==> config.mk <==
export PLATFORM = sky130hd
export DESIGN_NAME = alu_sequencer_flat
export DESIGN_NICKNAME = d
export VERILOG_FILES = /design/src/rtl/alu_pkg.sv /design/src/rtl/alu_if.sv /design/src/rtl/alu_sequencer.sv /design/src/flat_wrapper.sv
export SDC_FILE = /design/constraint.sdc
export NUM_CORES = 1
export LEC_CHECK = 0
export CAP_MARGIN = 40
export CORE_ASPECT_RATIO = 1.1
export CORE_MARGIN = 1.5
export CORE_UTILIZATION = 30
export DETAILED_ROUTE_END_ITERATION = 16
export PLACE_DENSITY = 0.59
export SETUP_SLACK_MARGIN = 0.4
export SYNTH_ARGS = -nofsm -noshare
export SYNTH_HDL_FRONTEND = slang
export SYNTH_SLANG_ARGS = --single-unit
==> constraint.sdc <==
create_clock -name clk -period 4.15 [get_ports clk]
set_input_delay 0.83 -clock clk [delete_from_list [all_inputs] [get_ports clk]]
set_output_delay 0.83 -clock clk [all_outputs]
set_load 0.02 [all_outputs]
==> src/rtl/alu_pkg.sv <==
// alu_pkg: shared op codes, sequencer state encoding and default operand width.
package alu_pkg;
  localparam int WIDTH_DEF = 16;
  localparam logic [2:0] OP_ADD = 3'd0;
  localparam logic [2:0] OP_SUB = 3'd1;
  localparam logic [2:0] OP_SHL = 3'd2;
  localparam logic [2:0] OP_SHR = 3'd3;
  localparam logic [2:0] OP_AND = 3'd4;
  localparam logic [2:0] OP_OR  = 3'd5;
  localparam logic [2:0] OP_XOR = 3'd6;
  localparam logic [2:0] OP_NOT = 3'd7;
  typedef enum logic [1:0] {IDLE = 2'd0, EXEC = 2'd1, RESP = 2'd2, HALT = 2'd3} state_t;
endpackage

==> src/rtl/alu_if.sv <==
// alu_if: command and response streams between a command source and the sequencer.
interface alu_if #(parameter int WIDTH = alu_pkg::WIDTH_DEF);
  logic             cmd_valid;
  logic             cmd_ready;
  logic             cmd_load;
  logic [2:0]       cmd_op;
  logic [WIDTH-1:0] cmd_operand;
  logic             rsp_valid;
  logic             rsp_ready;
  logic [WIDTH:0]   rsp_data;
  logic             rsp_err;
  modport master (output cmd_valid, cmd_load, cmd_op, cmd_operand, rsp_ready,
                  input cmd_ready, rsp_valid, rsp_data, rsp_err);
  modport slave (input cmd_valid, cmd_load, cmd_op, cmd_operand, rsp_ready,
                 output cmd_ready, rsp_valid, rsp_data, rsp_err);
endinterface

==> src/rtl/alu_sequencer.sv <==
// alu_sequencer: valid/ready command front-end driving the ALU from a 17-bit running accumulator.
module alu_sequencer
  import alu_pkg::*;
#(
  parameter int WIDTH = WIDTH_DEF,
  parameter int CNT_W = 8
) (
  input  logic             clk,
  input  logic             clear,
  alu_if.slave             bus,
  output logic [WIDTH-1:0] alu_x,
  output logic [WIDTH-1:0] alu_y,
  output logic [2:0]       alu_op,
  input  logic [WIDTH:0]   alu_out,
  input  logic             alu_err,
  output logic             halted,
  output logic [CNT_W-1:0] op_count
);
  state_t         state;
  logic [WIDTH:0] acc;
  logic           rsp_valid;
  logic           rsp_err;
  assign bus.cmd_ready = state == IDLE || state == HALT;
  assign bus.rsp_valid = rsp_valid;
  assign bus.rsp_data  = acc;
  assign bus.rsp_err   = rsp_err;
  assign alu_x         = acc[WIDTH-1:0];
  always_ff @(posedge clk) begin
    if (clear) begin
      state     <= IDLE;
      acc       <= '0;
      alu_y     <= '0;
      alu_op    <= '0;
      rsp_valid <= 1'b0;
      rsp_err   <= 1'b0;
      halted    <= 1'b0;
      op_count  <= '0;
    end else begin
      case (state)
        IDLE, HALT: if (bus.cmd_valid) begin
          if (bus.cmd_load) begin
            acc       <= {1'b0, bus.cmd_operand};
            halted    <= 1'b0;
            rsp_err   <= 1'b0;
            rsp_valid <= 1'b1;
            state     <= RESP;
          end else if (state == HALT) begin
            // rejected while halted: no ALU activity, only an error response
            rsp_err   <= 1'b1;
            rsp_valid <= 1'b1;
            state     <= RESP;
          end else begin
            alu_y  <= bus.cmd_operand;
            alu_op <= bus.cmd_op;
            state  <= EXEC;
          end
        end
        EXEC: begin
          acc       <= alu_out;
          rsp_err   <= alu_err;
          halted    <= alu_err;
          op_count  <= op_count + 1'b1;
          rsp_valid <= 1'b1;
          state     <= RESP;
        end
        RESP: if (bus.rsp_ready) begin
          rsp_valid <= 1'b0;
          state     <= halted ? HALT : IDLE;
        end
        default: state <= IDLE;
      endcase
    end
  end
endmodule

==> src/flat_wrapper.sv <==
// flat-port wrapper written by rule: the top's interface ports become plain ports
module alu_sequencer_flat import alu_pkg::*;
#(
  parameter int WIDTH = WIDTH_DEF,
  parameter int CNT_W = 8
)
  (clk, clear, alu_x, alu_y, alu_op, alu_out, alu_err, halted, op_count, bus_cmd_valid, bus_cmd_load, bus_cmd_op, bus_cmd_operand, bus_rsp_ready, bus_cmd_ready, bus_rsp_valid, bus_rsp_data, bus_rsp_err);
  alu_if #(.WIDTH(WIDTH)) bus_i ();
  input  logic clk;
  input  logic clear;
  output logic [WIDTH-1:0] alu_x;
  output logic [WIDTH-1:0] alu_y;
  output logic [2:0] alu_op;
  input  logic [WIDTH:0] alu_out;
  input  logic alu_err;
  output logic halted;
  output logic [CNT_W-1:0] op_count;
  input wire logic [$bits(bus_i.cmd_valid)-1:0] bus_cmd_valid;
  input wire logic [$bits(bus_i.cmd_load)-1:0] bus_cmd_load;
  input wire logic [$bits(bus_i.cmd_op)-1:0] bus_cmd_op;
  input wire logic [$bits(bus_i.cmd_operand)-1:0] bus_cmd_operand;
  input wire logic [$bits(bus_i.rsp_ready)-1:0] bus_rsp_ready;
  output wire logic [$bits(bus_i.cmd_ready)-1:0] bus_cmd_ready;
  output wire logic [$bits(bus_i.rsp_valid)-1:0] bus_rsp_valid;
  output wire logic [$bits(bus_i.rsp_data)-1:0] bus_rsp_data;
  output wire logic [$bits(bus_i.rsp_err)-1:0] bus_rsp_err;
  assign bus_i.cmd_valid = bus_cmd_valid;
  assign bus_i.cmd_load = bus_cmd_load;
  assign bus_i.cmd_op = bus_cmd_op;
  assign bus_i.cmd_operand = bus_cmd_operand;
  assign bus_i.rsp_ready = bus_rsp_ready;
  assign bus_cmd_ready = bus_i.cmd_ready;
  assign bus_rsp_valid = bus_i.rsp_valid;
  assign bus_rsp_data = bus_i.rsp_data;
  assign bus_rsp_err = bus_i.rsp_err;
  alu_sequencer #(.WIDTH(WIDTH), .CNT_W(CNT_W)) u_core (.clk(clk), .clear(clear), .bus(bus_i), .alu_x(alu_x), .alu_y(alu_y), .alu_op(alu_op), .alu_out(alu_out), .alu_err(alu_err), .halted(halted), .op_count(op_count));
endmodule
; Word level (Yosys, flattened, before mapping)
; Cells that the tools add are included.
[totals]
word_cells = 47
reg_bits = 49
out_inout_bits = 64
[op_classes]
addsub = 1
n_mux = 20
n_eq_ne = 7
n_bitwise = 2
n_reduce_logical = 9
[op_table]
columns = operator, count
row1 = two-way mux 17 bit, 2
row2 = one-hot mux 17 bit (2 select lines), 1
row3 = two-way mux 2 bit, 5
row4 = AND reduction 3 bit, 3
row5 = adder 8 x 1 -> 8 bit (second input constant), 1
row6 = two-way mux 1 bit, 8
row7 = inequality test 2 bit (second input constant), 3
row8 = one-hot mux 2 bit (3 select lines), 1
row9 = == test 2 bit (second input constant), 2
row10 = one-hot mux 1 bit (2 select lines), 2
row11 = AND reduction 4 bit, 1
row12 = inequality test 3 x 2 -> 1 bit (second input constant), 1
row13 = one-hot mux 1 bit (3 select lines), 1
row14 = == test 2 x 1 -> 1 bit (second input constant), 1
row15 = zero test 2 bit, 1
row16 = inverter 1 bit, 2
row17 = AND reduction 2 bit, 1
row18 = nonzero test 2 bit, 1
row19 = OR reduction 2 bit, 1
row20 = logical OR 1 bit, 1

; Logic depth before layout (Yosys ltp)
; Gate-level depths: netlist of the first run.
[logic_depth]
ltp_word = 5
ltp_mapped = 8

; Worst setup path before layout of the first run
; OpenSTA, ideal clock, no wires.
[synth_timing]
kind = register to register
start = reg u_core.state[0]
end = reg u_core.acc[10] (netlist: u_core.bus.rsp_data[10])
setup_ps = 80
arrival_ps = 1782
stages_incl_launch_ff = 9
synth_period_minus_slack_ps = 1862
required_ps = 4070
slack_ps = 2288
path_cell_list = dfxtp_1 inv_1 ha_1 and3_1 buf_6 or2_1 buf_6 buf_6 a211oi_2
[synth_via]
elab_chain_cells = 4
elab_cells_between_ends = 9
classes_between = eq/ne (4) / mux (1) / reduce/logical (4)
[synth_rtl]
columns = item, line_no
row1 = start: declaration, alu_sequencer.sv:19  ; state_t state;
row2 = start signal: assignment, alu_sequencer.sv:68  ; state <= halted ? HALT : IDLE;
row3 = == test 2 bit / zero test 2 bit (equally long branches), alu_sequencer.sv:39  ; case (state)
row4 = OR reduction 2 bit, alu_sequencer.sv:39
row5 = inequality test 2 bit (no line) / nonzero test 2 bit (equally long branches), -
row6 = AND reduction 3 bit (no line), -
row7 = end signal: assignment, alu_sequencer.sv:42  ; acc <= {1'b0, bus.cmd_operand};
row8 = end signal: assignment, alu_sequencer.sv:59  ; acc <= alu_out;
row9 = end: declaration, alu_sequencer.sv:20  ; logic [WIDTH:0] acc;
; Parallel ways exist; a longest one is shown, timed or not.
; A chain may end at the register's enable or synchronous reset.

; Worst setup path in the final report of the first run
[layout_timing]
start = reg u_core.state[0]
end = out bus_cmd_ready
[layout_via]
elab_chain_cells = 2
elab_cells_between_ends = 3
classes_between = eq/ne (1) / reduce/logical (2)
[layout_rtl]
columns = item, line_no
row1 = == test 2 bit / zero test 2 bit (equally long branches), alu_sequencer.sv:23  ; assign bus.cmd_ready = state == IDLE || state == HALT;
row2 = logical OR 1 bit (*), alu_sequencer.sv:23
row3 = end: declaration, flat_wrapper.sv:23  ; output wire logic [$bits(bus_i.cmd_ready)-1:0] bus_cmd_ready;
; Mark *: on every way between the ends. The rest lies on a longest branch, timed or not.

==> metrics.txt, run 1 <==
number of synthesized register bits 49; measured slew at the worst slew-check pin 752.7 ps; WS Path Type flip-flop to output port; vias per std cell between 4 and 5; Top-Level Pins roughly 110; count of cell types in the netlist 37; cell type with the highest aggregate area in the netlist dfxtp_1; Root Buffer clkbuf_8; slowest cell delay on critical path between 600 and 700 ps; Die ar. 8127 um^2; Post-CTS Setup Bufs 0; DR WL/cell 14.80 um; Core Region ~7400 um^2; Rel. slew slack 49.82%; fmax 355.6 MHz; ys flop type dfxtp_1; GPL Wtd Cong slightly above 0.7; largest net degree at the start of global routing 30; CTS tree yes; worst path arrival time just under 2000 ps; crit-path leading delay family buffers and inverters; most frequent cell after synthesis dfxtp_1; YS warnings 0; EDFF count, synth 0; number of max-cap violations 0; Ant. Diodes 0; fin crit period approximately 2800 ps; final net count roughly 380; aggregate routed wire length roughly 6.3 mm; Syn Std Cell Area approximately 2300 um^2; Global Route Usage Sum between 15 and 20%; hold violation count in the final report 0; Die Ht approximately 94 um; Cell Chain, Critical Path inv_1 > ha_1 > clkdlybuf4s50_1; clk buf depth 2; Pre-antenna DRT Iters 6; Die W approximately 86 um; Final Max Slew Viols 0; # hold bufs at CTS 0; slowest stage cell, crit path clkdlybuf4s50_1; Hold Crit Class flip-flop to flip-flop; clk sinks between 40 and 50; RSZ-0062 raised after global routing false; row count 33; CP Capture Type output port; DP Wirelength around 4.5 mm; layout cells sized above 1 between 7 and 8%; WP buf/inv 2; power density cells between 600 and 700 nW/um^2; P&R area growth vs syn 48.27%; clk_skew 7.933 ps; DRT antenna net count 0; cells after synthesis 254; Vias between 2000 and 2500; Resized Gates After CTS 0; Seq/Total Area, Yosys 43.05%; GRT overflow 0; fin crit share 67.77%; Final TNS setup 0 ps; IO buf count roughly 110; VDD IR max 0.2901 mV; CTS clk-pin slew, worst paths 90 ps; Leak 0.001170 uW; worst-path fanout max 13; Startpoint Class flip-flop; status finished clean; Clock Latency Late Sink approximately 300 ps; initial antenna violation count 0; depth of the CTS H-tree 2; drc violations 0; Synth async-reset ratio 0%; number of clock buffers inserted by TritonCTS 5; Initial Util 30.83%; worst path required time 3320 ps; initial DRC count roughly 70; vias in the first global route about 1900; WHS between 400 and 500 ps; dominant cells by area after synthesis dfxtp_1, mux2i_1, nand2_1; top cell type's share of synthesized area 43.05%; Mapped Avg Cell Area 8.970 um^2; first-pass GRT wire length slightly below 10 mm; # setup viols final 0; Post-synth top cells dfxtp_1, nand2_1, a21oi_1; Net Count, Synth between 300 and 400
## registers in the layout, summed over array words and instances (netlist names)
| signal | count |
|---|---|
| u_core.alu_op | 3 |
| u_core.alu_y | 16 |
| u_core.bus.rsp_data | 17 |
| u_core.bus.rsp_err | 1 |
| u_core.bus.rsp_valid | 1 |
| u_core.halted | 1 |
| u_core.op_count | 8 |
| u_core.state | 2 |
## through the flow
stage	setup WS [ps]	utilization [%]	power (uW)	cell area, um^2	std cells
final	1338	45.71	2059	3378	425
after global routing	1199	45.71	2197	3378	425
after detailed placement	1600	44.49	1802	3288	417
after CTS	1300	45.71	2093	3378	425
after floorplan	2288	-	1394	2278	254
after global placement	1451	43.76	1743	3234	414
## cell families (layout without fill, tap and decap cells)
kind of cell               count (synthesis)  after routing  share of synthesized area (%)
and+or+nand+nor                           82             82                          16.69
AOI/OAI and AO/OA                         57             57                          17.85
DFF                                       49             49                          43.05
buffers and inverters                     40            124                          10.65
muxes                                     17             17                          7.468
adders and majority gates                  5              5                          2.746
xor gates and xnor gates                   4              4                          1.538
## layout make-up
type | count | area (um^2)
clock buffer | 5 | 68.82
clock inverter | 3 | 21.27
fill | 736 | 4013
inverter | 5 | 18.77
multi-input combinational | 165 | 1057
sequential | 49 | 980.9
tap | 87 | 108.9
timing repair buffer | 111 | 1122
## placed cells by master, fill, tap and decap left out, types with 3 or more instances in the layout
master / instances
nand4_1: 3
nor3_1: 16
a211oi_1: 9
or3_1: 3
mux2i_1: 17
clkbuf_8: 5
inv_1: 5
a21oi_1: 23
clkdlybuf4s50_1: 104
a211oi_2: 8
o21ai_1: 4
ha_1: 5
nor2_1: 6
dfxtp_1: 49
nand2_1: 43
xor2_1: 3
nand2b_1: 3
buf_4: 3
## routing by layer
metal  GRT usage [%]  vias up  part of all wire, %
li1                -     1039                    -
met1           19.61     1006                   45
met3           4.545        4                  5.9
met2           25.79       64                   49
met4           3.629        0                 0.59
met5               0        -                    0
## report_power, final
part / switching, uW / leakage [uW] / internal, uW
clock: 165 / 0.0000445 / 120
sequential: 77.1 / 0.000400 / 577
combinational: 590 / 0.000725 / 530
total: 832 / 0.00117 / 1230
## worst reg2reg max path, stage by stage, from the launching register on
cell and delay, ps:
dfxtp_1 410, inv_1 60, ha_1 520, and4bb_1 760, nand2_1 140, a21oi_1 140
## path summary, 6_finish.rpt
check | from | endpoint | slack (ps) | depth (start not counted)
min | u_core.bus.rsp_data[16] | u_core.bus.rsp_data[16] | 450 | 2
max | u_core.state[0] | bus_cmd_ready | 1340 | 3
min reg2reg | u_core.bus.rsp_data[16] | u_core.bus.rsp_data[16] | 450 | 2
max reg2reg | u_core.state[0] | u_core.alu_y[11] | 2060 | 5
(Power assumes the default switching activity.)
==> run 2, diff against run 1 <==
clock period = 2.65 ns   (was 4.15 ns; I/O delays follow)
==> run 2 against run 1 <==
  * Sequential share of layout area hardly changed
  * Combinational power is 53% higher
  * Register-to-register slack worse by 1500 ps
  * Critical endpoint unchanged
  * Largest cell class unchanged
  * Clock-buffer cell count is 1 higher
  * Wire length is 1.8% lower
  * Clock power is 64% higher
  * Final area hardly changed
==> metrics.txt, run 2 (synthesis gave the netlist of run 1 again) <==
initial antenna violation count 0 (unchanged); slowest stage cell, crit path ha_2; initial DRC count 47 (-35%); largest net degree at the start of global routing 31 (+3.3%); Pre-antenna DRT Iters 4 (-2); Global Route Usage Sum 14.98% (-0.44 points); DP Wirelength 4.503 mm (+1.0%); CTS clk-pin slew, worst paths 90 ps (about the same); Resized Gates After CTS 2 (+2); Ant. Diodes 0 (unchanged); Final TNS setup 0 ps (unchanged); # hold bufs at CTS 0 (unchanged); P&R area growth vs syn 48.22% (about the same); hold violation count in the final report 0 (unchanged); slowest cell delay on critical path 440 ps (-250 ps); clk_skew 7.026 ps (-0.9076 ps); Final Max Slew Viols 0 (unchanged); hold path cells 2 (unchanged); IO buf count 105 (unchanged); aggregate routed wire length 6.178 mm (-1.8%); Clock Latency Late Sink 300 ps (about the same); Hold Path Sink u_core.alu_y[13]; GPL Wtd Cong 0.7527 (+4.7%); status finished clean; crit-path leading delay family buffers and inverters; fmax 470.6 MHz; Startpoint Class flip-flop; first-pass GRT wire length 9.501 mm (-3.8%); CTS tree yes; WHS 456.1 ps (+2.662 ps); vias in the first global route 1849 (-5.1%); Core Region 7391 um^2 (unchanged); Die Ht 94.40 um (unchanged); CP Capture Type output port; drc violations 0 (unchanged); Post-CTS Setup Bufs 0 (unchanged); # setup viols final 0 (unchanged); r2r setup slk 570 ps (-1490 ps); Vias 2076 (-1.8%); RSZ-0062 raised after global routing false; worst path required time 2120 ps (-1200 ps); clk sinks 49 (unchanged); layout cells sized above 1 8.211% (+1.1 points); fin crit share 80.18%; Initial Util 30.83% (unchanged); most frequent cells in the layout clkdlybuf4s50_1, dfxtp_1, nand2_1; Leak 0.001180 uW (+0.85%); HP Start u_core.alu_y[13]; depth of the CTS H-tree 2 (unchanged); WP buf/inv 2 (unchanged); VDD IR max 0.2870 mV (-1.1%); final net count 387 (+0.78%); Hold Crit Class flip-flop to flip-flop; number of max-cap violations 0 (unchanged); DR WL/cell 14.43 um (-2.5%); clk buf depth 2 (unchanged); Top-Level Pins 106 (unchanged); fin crit period between 2000 and 2500 ps; number of clock buffers inserted by TritonCTS 5 (unchanged); worst path arrival time 1590 ps (-390 ps); GRT overflow 0 (unchanged); row count 33 (unchanged); commonest non-fill, non-tap cell in the layout clkdlybuf4s50_1; Die ar. 8127 um^2 (unchanged); worst r2r path cells 5 (unchanged); Worst R2R End u_core.bus.rsp_data[3]; Die W 86.09 um (unchanged); DRT antenna net count 0 (unchanged); power density cells 950.9 nW/um^2 (+56%); max reg flops 17 (unchanged); measured slew at the worst slew-check pin 809.1 ps (+56.49 ps); WS Path Type flip-flop to output port; Rel. slew slack 46.06% (-3.8 points); Root Buffer clkbuf_8; Crit Reg-Reg Startpoint u_core.state[0]; worst-path fanout max 13 (unchanged); vias per std cell 4.850 (-2.4%); Cell Chain, Critical Path inv_1 > ha_2 > dlygate4sd2_1
-- run 2: changes by cell type in the layout (fill, tap and decap cells not counted) --
cell / previous run / this run
inv_6: 1 / 0
buf_16: 1 / 0
clkbuf_8: 5 / 6
clkinvlp_4: 1 / 0
buf_8: 1 / 0
clkdlybuf4s50_1: 104 / 103
buf_6: 1 / 0
buf_4: 3 / 9
ha_2: 0 / 1
ha_1: 5 / 4
clkinv_4: 0 / 1
dlygate4sd2_1: 0 / 1
-- run 2: area by class of cell --
| class | instances | area, um^2 |
|---|---|---|
| clock buffers | 6 | 82.58 |
| clock inverters | 2 | 13.76 |
| fillers | 735 | 4014 |
| inverters | 5 | 18.77 |
| multi-input cells | 165 | 1060 |
| flip-flops and latches | 49 | 980.9 |
| well taps | 87 | 108.9 |
| repair buffers | 114 | 1112 |
-- run 2: tightest hold or removal path, stage by stage, from the launching register on --
cell,delay [ps]
dfxtp_1,320
nand2_1,50
a21oi_1,50
-- run 2: through the flow --
stage	instance area (um^2)	worst slack (ps)	total power, uW	instances	utilization [%]
CTS	3377	503.7	3256	428	45.69
global placement	3279	447.5	2763	420	44.37
global route	3377	408.5	3424	428	45.69
detailed placement	3279	405.5	2783	420	44.37
finish	3377	525.1	3211	428	45.69
floorplan	2278	788.4	2182	254	-
-- run 2: worst max-delay path by stage --
stage	slack (ps)	endpoint	cells past startpoint	startpoint
after CTS	500	bus_cmd_ready	3	u_core.state[0]
after detailed placement	410	u_core.bus.rsp_data[6]	4	bus_cmd_load
after floorplan	790	u_core.bus.rsp_data[10]	8	u_core.state[0]
after global placement	450	u_core.bus.rsp_data[7]	4	bus_cmd_load
after global routing	410	u_core.bus.rsp_data[3]	5	u_core.state[0]
final	530	bus_cmd_ready	3	u_core.state[0]
-- run 2: report_power, final --
group | internal [uW] | leakage (uW) | switching, uW
combinational | 803 | 0.000729 | 910
sequential | 903 | 0.000400 | 128
clock | 212 | 0.0000512 | 254
-- run 2: routing by layer --
metal,GRT usage (%),wire [um],part of all wire (%)
met1,18.69,2795,45
met2,25.66,2918,47
met3,4.108,404,6.5
met4,3.629,59,0.96
met5,0,0,0
==> run 3, diff against run 2 <==
clock period = 2.2 ns   (was 2.65 ns; I/O delays follow)
==> run 3 against run 2 <==
  * Sequential power grew 21%
  * Register-to-register slack barely moved
  * Non-clock buffer count increased by 2
  * Clock-buffer cell count stayed put
  * Critical path depth down 2
  * Hold slack better by 2.2 ps
  * Sequential share of layout area decreased by 0.42 points
  * Critical path type unchanged
  * Critical endpoint is now bus_rsp_data[1]
  * Highest routed layer unchanged
==> metrics.txt, run 3 (synthesis gave the netlist of run 1 again) <==
status finished clean; worst-path fanout max 3 (-10); Power Internal 2311 uW (+20%); first-pass GRT wire length 9.653 mm (+1.6%); Die Ht 94.40 um (unchanged); largest net degree at the start of global routing 20 (-35%); drc violations 0 (unchanged); depth of the CTS H-tree 2 (unchanged); DP Wirelength 4.506 mm (about the same); # hold bufs at CTS 0 (unchanged); clock power share 14.0% (-0.5 points); Pre-antenna DRT Iters 4 (unchanged); WS Path Type flip-flop to output port; CTS clk-pin slew, worst paths 90 ps (about the same); Flop pwr share 32.1% (about the same); fin crit period around 1800 ps; Metal-1 WL 2.684 mm (-4.0%); post-route worst setup slack 448.3 ps (-76.81 ps); Final Max Slew Viols 0 (unchanged); DRT antenna net count 0 (unchanged); # setup viols final 0 (unchanged); clk buf depth 2 (unchanged); slowest cell delay on critical path 620 ps (+180 ps); Hold Crit Class flip-flop to flip-flop; RSZ-0062 raised after global routing false; Clock Latency Late Sink 310 ps (about the same); Die W 86.09 um (unchanged); VDD IR max 0.4554 mV (+59%); fmax between 500 and 600 MHz; Sw Share 40.40% (+0.15 points); Initial Util 30.83% (unchanged); r2r setup slk 570 ps (about the same); GPL Wtd Cong 0.7330 (-2.6%); Vias 2118 (+2.0%); Die ar. 8127 um^2 (unchanged); worst path arrival time 1310 ps (-280 ps); slowest stage cell, crit path clkdlybuf4s50_1; DR WL/cell 14.33 um (-0.76%); number of max-cap violations 0 (unchanged); initial antenna violation count 0 (unchanged); row count 33 (unchanged); max reg flops 17 (unchanged); Worst R2R End u_core.op_count[5]; vias in the first global route 1927 (+4.2%); Top-Level Pins 106 (unchanged); WHS 458.3 ps (+2.152 ps); measured slew at the worst slew-check pin 398.7 ps (-410.4 ps); Core Region 7391 um^2 (unchanged); final net count 389 (+0.52%); Cell Chain, Critical Path clkdlybuf4s50_1; hold path cells 2 (unchanged); GRT overflow 0 (unchanged); CTS tree yes; Max Used Layer met4; Root Buffer clkbuf_8; Gate power share 53.9% (+0.5 points); pre-CTS WS 104.4 ps (-301.1 ps); P&R area growth vs syn 50.58%; most frequent cells in the layout clkdlybuf4s50_1, dfxtp_1, nand2_1; number of clock buffers inserted by TritonCTS 5 (unchanged); IO buf count 105 (unchanged); met2 routed WL 2.951 mm (+1.1%); HP Start u_core.alu_y[2]; Ant. Diodes 0 (unchanged); crit-path leading delay family buffers and inverters; Rel. slew slack 73.42% (+27 points); met3 WL 460 um (+14%); Startpoint Class flip-flop; clk_skew 8.039 ps (+1.013 ps); Leak 0.001405 uW (+19%); Hold Path Sink u_core.alu_y[2]; CP Capture Type output port; commonest non-fill, non-tap cell in the layout clkdlybuf4s50_1; fin crit share around four fifths; Crit Reg-Reg Startpoint u_core.state[1]; WP buf/inv 1 (-1); worst r2r path cells 6 (+1); hold violation count in the final report 0 (unchanged); Final TNS setup 0 ps (unchanged); layout cells sized above 1 9.329% (+1.1 points); vias per std cell 4.926 (+1.5%); worst path required time 1760 ps (-360 ps); Global Route Usage Sum 15.25% (+0.27 points); power density cells 1130 nW/um^2 (+19%); final-layout fill cell count 716 (-2.6%); clk sinks 49 (unchanged); initial DRC count 102 (+120%); aggregate routed wire length 6.160 mm (-0.29%); P_sw 1567 uW (+21%)
==> run 3: layout make-up <==
class	count	area (um^2)	share of cell area, %
Sequential cell	49	982.2	28.63
Inverter	5	18.77	0.5470
Clock inverter	2	13.76	0.4012
Tap cell	87	108.9	3.173
Timing Repair Buffer	116	1162	33.88
Clock buffer	6	72.57	2.115
Multi-Input combinational cell	165	1072	31.25
==> run 3: layer usage <==
layer	vias up	GRT usage, %
li1	1050	-
met1	984	18.89
met2	77	25.79
met3	7	3.846
met4	0	5.242
met5	-	0
==> run 3: worst max path at each step <==
stage / cells after the start / to / slack, ps / startpoint
after floorplan: 8 / u_core.bus.rsp_data[10] / 420 / u_core.state[0]
after global placement: 4 / u_core.bus.rsp_data[1] / 180 / bus_cmd_valid
after detailed placement: 5 / u_core.bus.rsp_data[1] / 100 / u_core.state[0]
after CTS: 3 / bus_cmd_ready / 360 / u_core.state[0]
after global routing: 1 / bus_rsp_data[12] / 390 / u_core.bus.rsp_data[12]
final: 1 / bus_rsp_data[1] / 450 / u_core.bus.rsp_data[1]
==> run 3: power by group through the flow <==
stage / Clock (uW) / Sequential, uW / Combinational [uW]
floorplan: 0 / 1450 / 1180
global placement: 0 / 1260 / 2080
detailed placement: 0 / 1270 / 2100
CTS: 572 / 1250 / 2130
global route: 606 / 1280 / 2260
finish: 542 / 1250 / 2090
==> run 3: worst min-delay path: stages, from the launching register on <==
cell and delay [ps]:
dfxtp_1 320, nand2_1 50, a21oi_1 50
==> run 3: what timing repair did <==
| action | in CTS | in global routing |
|---|---|---|
| pin swaps | 0 | 0 |
| resized for setup | 9 | 14 |
| setup buffers | 0 | 0 |
| setup endpoints to repair | 22 | 25 |
==> run 3: through the flow <==
stage               cell area, um^2  instances  total power (uW)  utilization [%]
floorplan                      2281        254              2635                -
global placement               3309        422              3344            44.78
detailed placement             3309        422              3367            44.78
CTS                            3405        430              3955            46.06
global route                   3431        430              4146            46.42
finish                         3431        430              3877            46.42
